## src/rtl/output_scanner_pkg.sv

```systemverilog
// Shared constants and types for the multiplexed 7-segment output scanner.
package output_scanner_pkg;

   localparam int unsigned WORD_W  = 16;
   localparam int unsigned NIB_W   = 4;
   localparam int unsigned SEG_W   = 7;
   localparam int unsigned DIGIT_W = 2;

   localparam logic [SEG_W-1:0] SEG_BLANK = 7'h7F;

   // Active-low {g,f,e,d,c,b,a} patterns, index = nibble value (entry 15 listed first).
   localparam logic [15:0][SEG_W-1:0] HEX_SEG = {
      7'h0E, 7'h06, 7'h21, 7'h46, 7'h03, 7'h08, 7'h10, 7'h00,
      7'h78, 7'h02, 7'h12, 7'h19, 7'h30, 7'h24, 7'h79, 7'h40
   };

   typedef logic [DIGIT_W-1:0] digit_t;

endpackage

```

## src/rtl/output_scanner_hex_to_seg.sv

```systemverilog
// Combinational nibble to active-low seven-segment pattern decoder.
module hex_to_seg
   import output_scanner_pkg::*;
(
   input  logic [NIB_W-1:0] nibble,
   output logic [SEG_W-1:0] seg_c
);

   assign seg_c = HEX_SEG[nibble];

endmodule

```

## src/rtl/output_scanner.sv

```systemverilog
// Scans a per-frame snapshot of the CPU output word onto a 4-digit hex display,
// flashes digit 0's decimal point after a word change, and mirrors PC[7:0] on LEDs.
module output_scanner
   import output_scanner_pkg::*;
#(
   parameter int unsigned SCAN_DIV     = 50000,
   parameter int unsigned FLASH_FRAMES = 8
) (
   input  logic        clk,
   input  logic        reset_n,
   input  logic [15:0] output_port,
   input  logic [7:0]  PC_below8bit,
   input  logic        blank_en,
   output logic [6:0]  seg_n,
   output logic        dp_n,
   output logic [3:0]  an_n,
   output logic [7:0]  led
);

   localparam int unsigned PRESC_W = (SCAN_DIV > 2) ? $clog2(SCAN_DIV) : 1;
   localparam int unsigned FLASH_W = 8;

   logic [PRESC_W-1:0] presc_q, presc_d;
   digit_t             digit_q, digit_d;
   logic [WORD_W-1:0]  snap_q, snap_d;
   logic [FLASH_W-1:0] flash_q, flash_d;
   logic [SEG_W-1:0]   seg_q, seg_d;
   logic               dp_q, dp_d;
   logic [3:0]         an_q, an_d;
   logic [7:0]         led_q, led_d;

   logic               tick_c;
   logic               load_c;
   logic               blank_c;
   logic [WORD_W-1:0]  upper_c;
   logic [SEG_W-1:0]   hex_c;

   hex_to_seg u_hex_to_seg (
      .nibble (upper_c[NIB_W-1:0]),
      .seg_c  (hex_c)
   );

   // Slot timing and the currently selected nibble (plus everything above it).
   always_comb begin
      tick_c  = (presc_q == PRESC_W'(SCAN_DIV - 1));
      load_c  = tick_c && (digit_q == 2'd3);
      upper_c = snap_q >> {digit_q, 2'b00};
      blank_c = blank_en && (digit_q != 2'd0) && (upper_c == '0);
   end

   always_comb begin
      presc_d = tick_c ? '0 : presc_q + PRESC_W'(1);
      digit_d = tick_c ? digit_q + 2'd1 : digit_q;
      snap_d  = snap_q;
      flash_d = flash_q;
      if (load_c) begin
         snap_d = output_port;
         // A fresh change re-arms the flash even while it is still counting down.
         if (output_port != snap_q) begin
            flash_d = FLASH_W'(FLASH_FRAMES);
         end else if (flash_q != '0) begin
            flash_d = flash_q - FLASH_W'(1);
         end
      end
      an_d  = ~(4'b0001 << digit_q);
      seg_d = blank_c ? SEG_BLANK : hex_c;
      dp_d  = !((digit_q == 2'd0) && (flash_q != '0));
      led_d = PC_below8bit;
   end

   always_ff @(posedge clk or negedge reset_n) begin
      if (!reset_n) begin
         presc_q <= '0;
         digit_q <= '0;
         snap_q  <= '0;
         flash_q <= '0;
         seg_q   <= SEG_BLANK;
         dp_q    <= 1'b1;
         an_q    <= 4'hF;
         led_q   <= '0;
      end else begin
         presc_q <= presc_d;
         digit_q <= digit_d;
         snap_q  <= snap_d;
         flash_q <= flash_d;
         seg_q   <= seg_d;
         dp_q    <= dp_d;
         an_q    <= an_d;
         led_q   <= led_d;
      end
   end

   assign seg_n = seg_q;
   assign dp_n  = dp_q;
   assign an_n  = an_q;
   assign led   = led_q;

endmodule

```

## config.mk

```make
export PLATFORM = sky130hd
export DESIGN_NAME = output_scanner
export DESIGN_NICKNAME = d
export VERILOG_FILES = /design/src/rtl/output_scanner_pkg.sv /design/src/rtl/output_scanner_hex_to_seg.sv /design/src/rtl/output_scanner.sv
export SDC_FILE = /design/constraint.sdc
export NUM_CORES = 1
export LEC_CHECK = 0
export ABC_AREA = 1
export CAP_MARGIN = 20
export CORE_ASPECT_RATIO = 2
export CORE_MARGIN = 3
export CORE_UTILIZATION = 55
export DETAILED_ROUTE_END_ITERATION = 8
export MAX_ROUTING_LAYER = met4
export PLACE_DENSITY_LB_ADDON = 0.15
export SLEW_MARGIN = 20
export SYNTH_ARGS = -nofsm -noshare
export SYNTH_HDL_FRONTEND = slang
export SYNTH_HIERARCHICAL = 1
export SYNTH_SLANG_ARGS = --single-unit
```

## constraint.sdc

```tcl
create_clock -name clk -period 2.5 [get_ports clk]
set_input_delay 0.5 -clock clk [delete_from_list [all_inputs] [get_ports clk]]
set_output_delay 0.5 -clock clk [all_outputs]
set_load 0.03 [all_outputs]
```

# Word level (Yosys, flattened, before mapping)
# Memories as Yosys holds them, arrays and structs flattened.
# Index checks and enable logic that the tools add are counted.
# totals
register_bits	62
mem_bits_ro	112
input_bits	27
out_inout_bits	20
word_cells	35
mem_count	1
# op_classes
add_sub_neg	3
magnitude_cmp	1
n_eq_ne	3
n_shift	2
n_mux	5
bitwise_logic	1
reduce_logical	11
# memory_table
name	depth	word_bits	rd	rd_ports_with_merged_regs	wr	line	rtl
(name not given)	16	7	1	0	0	output_scanner_hex_to_seg.sv:9	assign seg_c = HEX_SEG[nibble];
# ops
cell	n
16-bit by 1-bit adder with 16-bit output, second input constant	1
16-bit equality test, second input constant	1
16-bit zero test	1
16-bit two-way mux	1
8-bit two-way mux	2
16-bit != test	1
16-bit by 4-bit right shift with 16-bit output	1
7-bit two-way mux	2
8-bit nonzero test	1
8-bit by 1-bit subtractor with 8-bit output, second input constant	1
4-bit by 5-bit less-than comparator with 1-bit output, second input constant	1
1-bit logical AND	4
4-bit inverter	1
2-bit nonzero test	2
1-bit by 2-bit left shift with 4-bit output, first input constant	1
2-bit by 1-bit adder with 2-bit output, second input constant	1
2-bit equality test, second input constant	1
2-bit zero test	1
2-bit AND reduction	1
1-bit zero test	1

# Depth between registers and ports, before layout
# Gate-level depths: netlist of the first run.
# logic_depth
word_depth	4
mapped_depth	14

# Hierarchy
# The synthesis of the first run kept the hierarchy.
# by_module_without_submodules
mod	instances	cells_each	area_each_um2	seq_area_each_um2
output_scanner	1	426	3345.7	1566.5
hex_to_seg	1	49	274.0	0.0

# Worst setup path before layout of the first run
# No wires, ideal clock.
# synth_timing
path_type	register to register
startpoint	register digit_q[0]
endpoint	register seg_q[3] (netlist: seg_n[3])
setup_time_ns	0.061
t_arrival_ns	1.749
required_time_ns	2.439
setup_slack_ns	0.690
path_stages_with_launch	13
n_path_buf	2
synth_period_minus_slack_ns	1.810
cell_sequence	dfrtp_1 > buf_6 > buf_6 > nand2_1 > o211ai_2 > o21ai_1 > inv_1 > ha_1 > nand2_1 > nand3_1 > nand2_1 > inv_1 > nand2_1
# synth_between
elab_chain_cells	4
word_cells_on_any_way	8
# synth_rtl
element	line	rtl
start, declared	output_scanner.sv:24	digit_t digit_q, digit_d;
start signal, assigned	output_scanner.sv:83	digit_q <= digit_d;
16-bit by 4-bit right shift with 16-bit output	output_scanner.sv:47	upper_c = snap_q >> {digit_q, 2'b00};
via upper_c[0]	output_scanner.sv:35	logic [WORD_W-1:0] upper_c;
memory 16 x 7 bit	--	
7-bit two-way mux (not written as such)	output_scanner_hex_to_seg.sv:9	
via hex_c[3]	output_scanner.sv:36	logic [SEG_W-1:0] hex_c;
7-bit two-way mux	output_scanner.sv:66	seg_d = blank_c ? SEG_BLANK : hex_c;
via seg_d[3]	output_scanner.sv:27	logic [SEG_W-1:0] seg_q, seg_d;
end signal, assigned	output_scanner.sv:86	seg_q <= seg_d;
end, declared	output_scanner.sv:27	
# The timed path passes the listed nets, and every way through them passes these cells. The select of a mux whose other input is x is not followed.
# A chain may end at the register's enable or synchronous reset.

# Worst setup path after layout of the first run
# Ends and elaborated chain as after synthesis.

==> impl_results.md, run 1 <==
* Mux cell area share after synthesis at 0%
* Post-synth EDFFs at 0
* Layout Skew at 0.00694 ns
* FF-to-FF Start: digit_q[0]
* Setup TNS at 0 ns
* CTS tree: done
* Netlist cell types at 38
* Power Density at 558 nW/um^2
* Syn_nets at 516
* Post-CTS Hold Fix Bufs at 0
* Area share of the largest cell type after synthesis at 34.6%
* CP Data Arrival Time at 2.36 ns
* Dpl hpwl at 5650 microns
* CTS Buf Count at 9
* Hold Crit Class: input port to async pin
* Adder-cell share of the synthesized area at 4.84%
* DRT iter0 DRCs at 156
* Mapped Cells at 475
* Largest net degree at the start of global routing at 63
* Core Box Area at 6360 sq um
* Placed Area at 4160 sq um
* Critical Path Sink Type: flip-flop
* PostCTS Resize Cnt at 0
* Max-Cap Viols at 0
* Clock latency on the worst-skew pair at 0.33 ns
* Total GRT Usage at 23.0%
* Yosys top cell by area: dfrtp_1
* Final setup violation count at 0
* Status: complete, no violations
* Clock sink count at 62
* Initial Util at 56.9%
* Synth Area per Inst at 7.62 sq um
* Antenna cells at 0
* Core Rows at 41
* CTS root buf: clkbuf_16
* Unrepaired setup endpoints after global routing: false
* Crit-path max FO at 20
* Die area at 7650 sq um
* DR DRC count at 0
* Relative max-transition margin at 47.7%
* Worst VDD drop at 0.429 mV
* Worst setup SP type: flip-flop
* Period Utilization, post-route at 83.6%
* Xor/xnor share of the synthesized area at 3.63%
* Total grt overflow at 0
* Die Y at 121 microns
* Max Slew Vio Count at 0
* Critical path launch point: digit_q[0]
* Top cells by area, synth: dfrtp_1 35%, nand2_1 16%, dfstp_2 8.7%, inv_1 8.7%, ha_1 4.8%
* Slowest cell on the critical path: dfrtp_1
* Kind of critical path: flip-flop to flip-flop
* Synth top cells by count: 155 x nand2_1, 84 x inv_1, 50 x dfrtp_1
* Leakage at 2.40 nW
* Crit path largest cell delay at 0.72 ns
* Number of synthesis warnings at 6
* CP bufs+invs at 3
* Initial antenna violation count at 0
* Asr flop ratio synth at 100%
* DR pass1 iterations at 4
* Endpoints failing hold at 0
* Largest family of logic cells by synthesized area: simple AND/OR/NAND/NOR gates
* DR vias at 3084
* GPL Wtd Cong at 0.955
* Vias in the first global route at 2985
* I/O Pins at 47
* Nets at 571
* Reg clk slew, reported paths at 0.05 ns
* Synthesized area at 3620 sq um
* CP delay by family, top: flip-flops
* Routed Antenna Nets at 0
* CTS H-tree lvls at 3
* Synthesized flop and latch total at 62
* Vias per inst at 4.97
* Port Buf Inserts at 46
* Die Wd at 63.4 microns
* Seq/Total Area, Yosys at 43.3%
* Avg WL per Cell at 12.6 microns
* CTS Buffer Depth at 2
* Main synth FF type: dfrtp_1
* Final worst path period need at 2.09 ns
* Slew @ Worst Pin at 0.784 ns
* Fmax at 478 MHz
* Total Wirelength at 7800 microns
* First-pass GRT wire length at 13300 microns
* Data required, critical path at 2.77 ns
* Simple-gate share of the synthesized area at 29.2%
* Synth-to-Final Area Change at 24.3%
* Crit-path cells: o21ai_0 -> o21a_1 -> inv_1 -> inv_1 -> ha_1 -> nand2_1 -> nand3_1 -> nand2_1 -> inv_1 -> nand2_1
* Post-synthesis compound-gate area fraction at 7.74%
* Count leader, synth: nand2_1
* Share of post-route cells with drive strength above 1 at 11.6%
* Post-CTS Setup Bufs at 0
* Final instance area at 4500 sq um
## placed cells by master (no fill, tap or decap), types with 11 or more instances in the layout
cell type        count
ha_1                14
dfrtp_1             50
inv_1               84
nor2_1              34
o21ai_2             12
nand3_1             27
nand2_1            155
xor2_1              11
dfstp_2             12
nand4_1             12
o21ai_0             14
clkdlybuf4s50_1     45
## layer usage
| metal | wire (microns) | global-route usage, % | vias up |
|---|---|---|---|
| met1 | 3030 | 23.1 | 1417 |
| met5 | 0 | - | - |
| li1 | - | - | 1564 |
| met4 | 339 | 13.3 | 0 |
| met3 | 256 | 5.67 | 27 |
| met2 | 4180 | 39.8 | 76 |
## path summary, 6_finish.rpt
kind	endpoint	slack (ns)	cells after the start
max	seg_n[3]	0.41	10
min	led[7]	0.33	2
max reg2reg	seg_n[3]	0.41	10
min reg2reg	presc_q[0]	0.46	1
max in group asynchronous	snap_q[0]	1.64	2
min in group clk	presc_q[0]	0.46	1
## sequential cells by signal, summed over array words and instances, names as in the netlist
name	count
an_n	4
dp_n	1
presc_q	16
led	8
snap_q	16
flash_q	8
seg_n	7
digit_q	2
## power breakdown
group / switching [W] / internal (W)
Clock: 0.000445 / 0.000926
Combinational: 0.0000677 / 0.0000587
Sequential: 0.00000156 / 0.00101
Total: 0.000515 / 0.00200
## metrics by stage
step	total power [W]	util [%]	worst slack (ns)	cells	hold WS, ns
floorplan	0.00107	-	0.690	475	0.204
global placement	0.00116	65.5	0.469	605	0.444
detailed placement	0.00116	65.5	0.413	605	0.457
CTS	0.00253	70.7	0.411	621	0.363
global route	0.00258	70.7	0.175	621	0.394
finish	0.00251	70.7	0.409	621	0.327
## cell families (layout without fill, tap and decap cells)
logic type / Yosys count / count (layout)
AOI/OAI and AO/OA: 42 / 42
xor gates and xnor gates: 15 / 15
adders and majority gates: 14 / 14
buffers and inverters: 98 / 158
DFF: 62 / 62
and+or+nand+nor: 244 / 244
## cell type report
type / count / area, sq um
Tap cell: 86 / 108
Sequential cell: 62 / 1570
Inverter: 91 / 342
Multi-Input combinational cell: 315 / 1640
Clock inverter: 5 / 81.3
Timing Repair Buffer: 51 / 505
Fill cell: 537 / 1860
Clock buffer: 11 / 253
(Power assumes the default switching activity.)
==> inputs of run 2 (changes only) <==
clock period = 2.1 ns   (was 2.5 ns; I/O delays follow)
==> run 2 against run 1 <==
  * Hold slack worse by 0.28 ns
  * Combinational power is 21% higher
  * Final cell count is 0.64% higher
  * Clock power is 16% higher
  * Clock skew fell by 0.0016 ns
  * Core utilization rose by 0.43 points
  * Sequential power rose by 20%
  * Die area is the same
  * Largest power group unchanged
==> impl_results.md, run 2 (synthesized netlist as in run 1, its figures left out) <==
* Unrepaired setup endpoints after global routing: false
* DR pass1 iterations at 4 (unchanged)
* GPL Wtd Cong at 0.861 (-9.9%)
* Total grt overflow at 0 (unchanged)
* CP Data Arrival Time at 1.53 ns (-0.83 ns)
* R2r endpoint: seg_n[3]
* Vias in the first global route at 3217 (+7.8%)
* Synth-to-Final Area Change at 25.0%
* I/O Pins at 47 (unchanged)
* Worst VDD drop at 0.457 mV (+6.5%)
* FF-to-FF Start: digit_q[0]
* Flop pwr share at 40.9% (+0.5 points)
* Clock sink count at 62 (unchanged)
* Power Density at 652 nW/um^2 (+17%)
* Post-CTS Setup Bufs at 0 (unchanged)
* Final setup margin at 0.152 ns (-0.257 ns)
* Initial antenna violation count at 0 (unchanged)
* Core Box Area at 6360 sq um (unchanged)
* Data required, critical path at 1.68 ns (-1.09 ns)
* Core Rows at 41 (unchanged)
* Final setup violation count at 0 (unchanged)
* Sw frac at 20.5% (about the same)
* Endpoints failing hold at 0 (unchanged)
* Power Total at 0.00295 W (+18%)
* Total GRT Usage at 23.9% (+0.93 points)
* Crit-path cells: clkdlybuf4s50_1
* CTS root buf: clkbuf_16
* Worst setup SP type: flip-flop
* Die Y at 121 microns (unchanged)
* Initial Util at 56.9% (unchanged)
* Net load switching power at 0.000605 W (+18%)
* Power share of the clock group at 53.9% (-0.7 points)
* CP delay by family, top: buffers and inverters
* Setup WS pre-CTS at 0.0719 ns (-0.341 ns)
* Clock latency on the worst-skew pair at 0.33 ns (about the same)
* CTS Buf Count at 9 (unchanged)
* DRT iter0 DRCs at 131 (-16%)
* Total Wirelength at 7900 microns (+1.3%)
* Die Wd at 63.4 microns (unchanged)
* Flop2flop setup slack at 0.26 ns (-0.15 ns)
* First-pass GRT wire length at 13800 microns (+4.4%)
* Status: complete, no violations
* DR vias at 3108 (+0.78%)
* Largest net degree at the start of global routing at 44 (-30%)
* Comb power frac at 5.2% (+0.2 points)
* Crit path largest cell delay at 0.68 ns (-0.04 ns)
* Slowest cell on the critical path: clkdlybuf4s50_1
* Relative max-transition margin at 69.0% (+21 points)
* Fmax at 513 MHz
* Commonest non-fill, non-tap cells in the layout: 155 x nand2_1, 84 x inv_1, 49 x dfrtp_1
* Setup TNS at 0 ns (unchanged)
* Final worst path period need at 1.95 ns
* Avg WL per Cell at 12.6 microns (+0.61%)
* Period Utilization, post-route at 92.8%
* DR DRC count at 0 (unchanged)
* Worst reg-to-reg path cell count at 11 (+1)
* Routed Antenna Nets at 0 (unchanged)
* Max-Cap Viols at 0 (unchanged)
* Port Buf Inserts at 46 (unchanged)
* Fillers at 525 (-2.2%)
* CTS tree: done
* Die area at 7650 sq um (unchanged)
* Kind of critical path: flip-flop to output pin
* Reg clk slew, reported paths at 0.06 ns (about the same)
* Leakage at 2.41 nW (+0.36%)
* Critical Path Sink Type: output pin
* Slew @ Worst Pin at 0.465 ns (-0.319 ns)
* Most common cell after layout, fill and taps aside: nand2_1
* Crit-path max FO at 1 (-95%)
* CTS H-tree lvls at 3 (unchanged)
* Layout Skew at 0.00531 ns (-0.00164 ns)
* Dpl hpwl at 6090 microns (+7.8%)
* Placed Area at 4190 sq um (+0.72%)
* CTS Buffer Depth at 2 (unchanged)
* Share of post-route cells with drive strength above 1 at 12.4% (+0.84 points)
* Vias per inst at 4.97 (+0.13%)
* Antenna cells at 0 (unchanged)
* Hold Crit Class: input port to async pin
* CP bufs+invs at 1 (-2)
* Pint at 0.00235 W (+18%)
* Nets at 575 (+0.70%)
* Final Util at 71.1% (+0.43 points)
* Max Slew Vio Count at 0 (unchanged)
* Largest regs: presc_q (16), snap_q (16)
* Final instance area at 4530 sq um (+0.61%)
-- run 2: changes by cell type in the layout (fill, tap and decap cells not counted), sizes merged --
cell,delta
clkinv,-2
buf,+4
clkinvlp,+2
-- run 2: stage by stage --
step           instances  hold WS [ns]
6_report             625        0.0418
5_1_grt              625        0.0727
4_1_cts              625        0.0531
3_5_place_dp         609         0.401
3_3_place_gp         609         0.391
2_1_floorplan        475         0.124
-- run 2: area by class of cell --
cell class / count / area [sq um] / area share (%)
Multi-Input combinational cell: 315 / 1650 / 36.4
Sequential cell: 62 / 1570 / 34.6
Timing Repair Buffer: 55 / 536 / 11.8
Inverter: 91 / 342 / 7.55
Clock buffer: 11 / 243 / 5.36
Tap cell: 86 / 108 / 2.38
Clock inverter: 5 / 82.6 / 1.82
-- run 2: worst max path at each step --
stage	startpoint	endpoint	slack, ns	cells after the start
after floorplan	digit_q[0]	seg_n[3]	0.29	12
after global placement	output_port[13]	flash_q[5]	0.14	11
after detailed placement	output_port[13]	flash_q[5]	0.07	11
after CTS	an_n[0]	an_n[0]	0.13	1
after global routing	digit_q[0]	seg_n[3]	0.05	11
final	an_n[0]	an_n[0]	0.15	1
-- run 2: what timing repair did --
item / CTS / global route
hold endpoints to repair: 0 / 0
gates resized for setup: 0 / 2
endpoints found under the setup margin: 0 / 3
hold buffers: 0 / 0
-- run 2: power groups by stage --
stage	Clock (W)	Combinational, W	Sequential, W
3_3_place_gp	0	0.000153	0.00123
3_5_place_dp	0	0.000156	0.00123
2_1_floorplan	0	0.0000321	0.00124
4_1_cts	0.00161	0.000156	0.00121
5_1_grt	0.00167	0.000171	0.00121
6_report	0.00159	0.000153	0.00121
-- run 2: layer usage --
| metal | part of all wire [%] | up-vias | global-route usage, % |
|---|---|---|---|
| met5 | 0 | - | - |
| met4 | 5.0 | 0 | 14.9 |
| met3 | 3.2 | 25 | 4.65 |
| met2 | 56 | 64 | 42.9 |
| met1 | 36 | 1450 | 23.0 |
| li1 | - | 1569 | - |
==> inputs of run 3 (changes only) <==
CAP_MARGIN = default   (was 20)
==> results of run 3 <==
Final layout, timing and power as in run 2 (identical DEF).
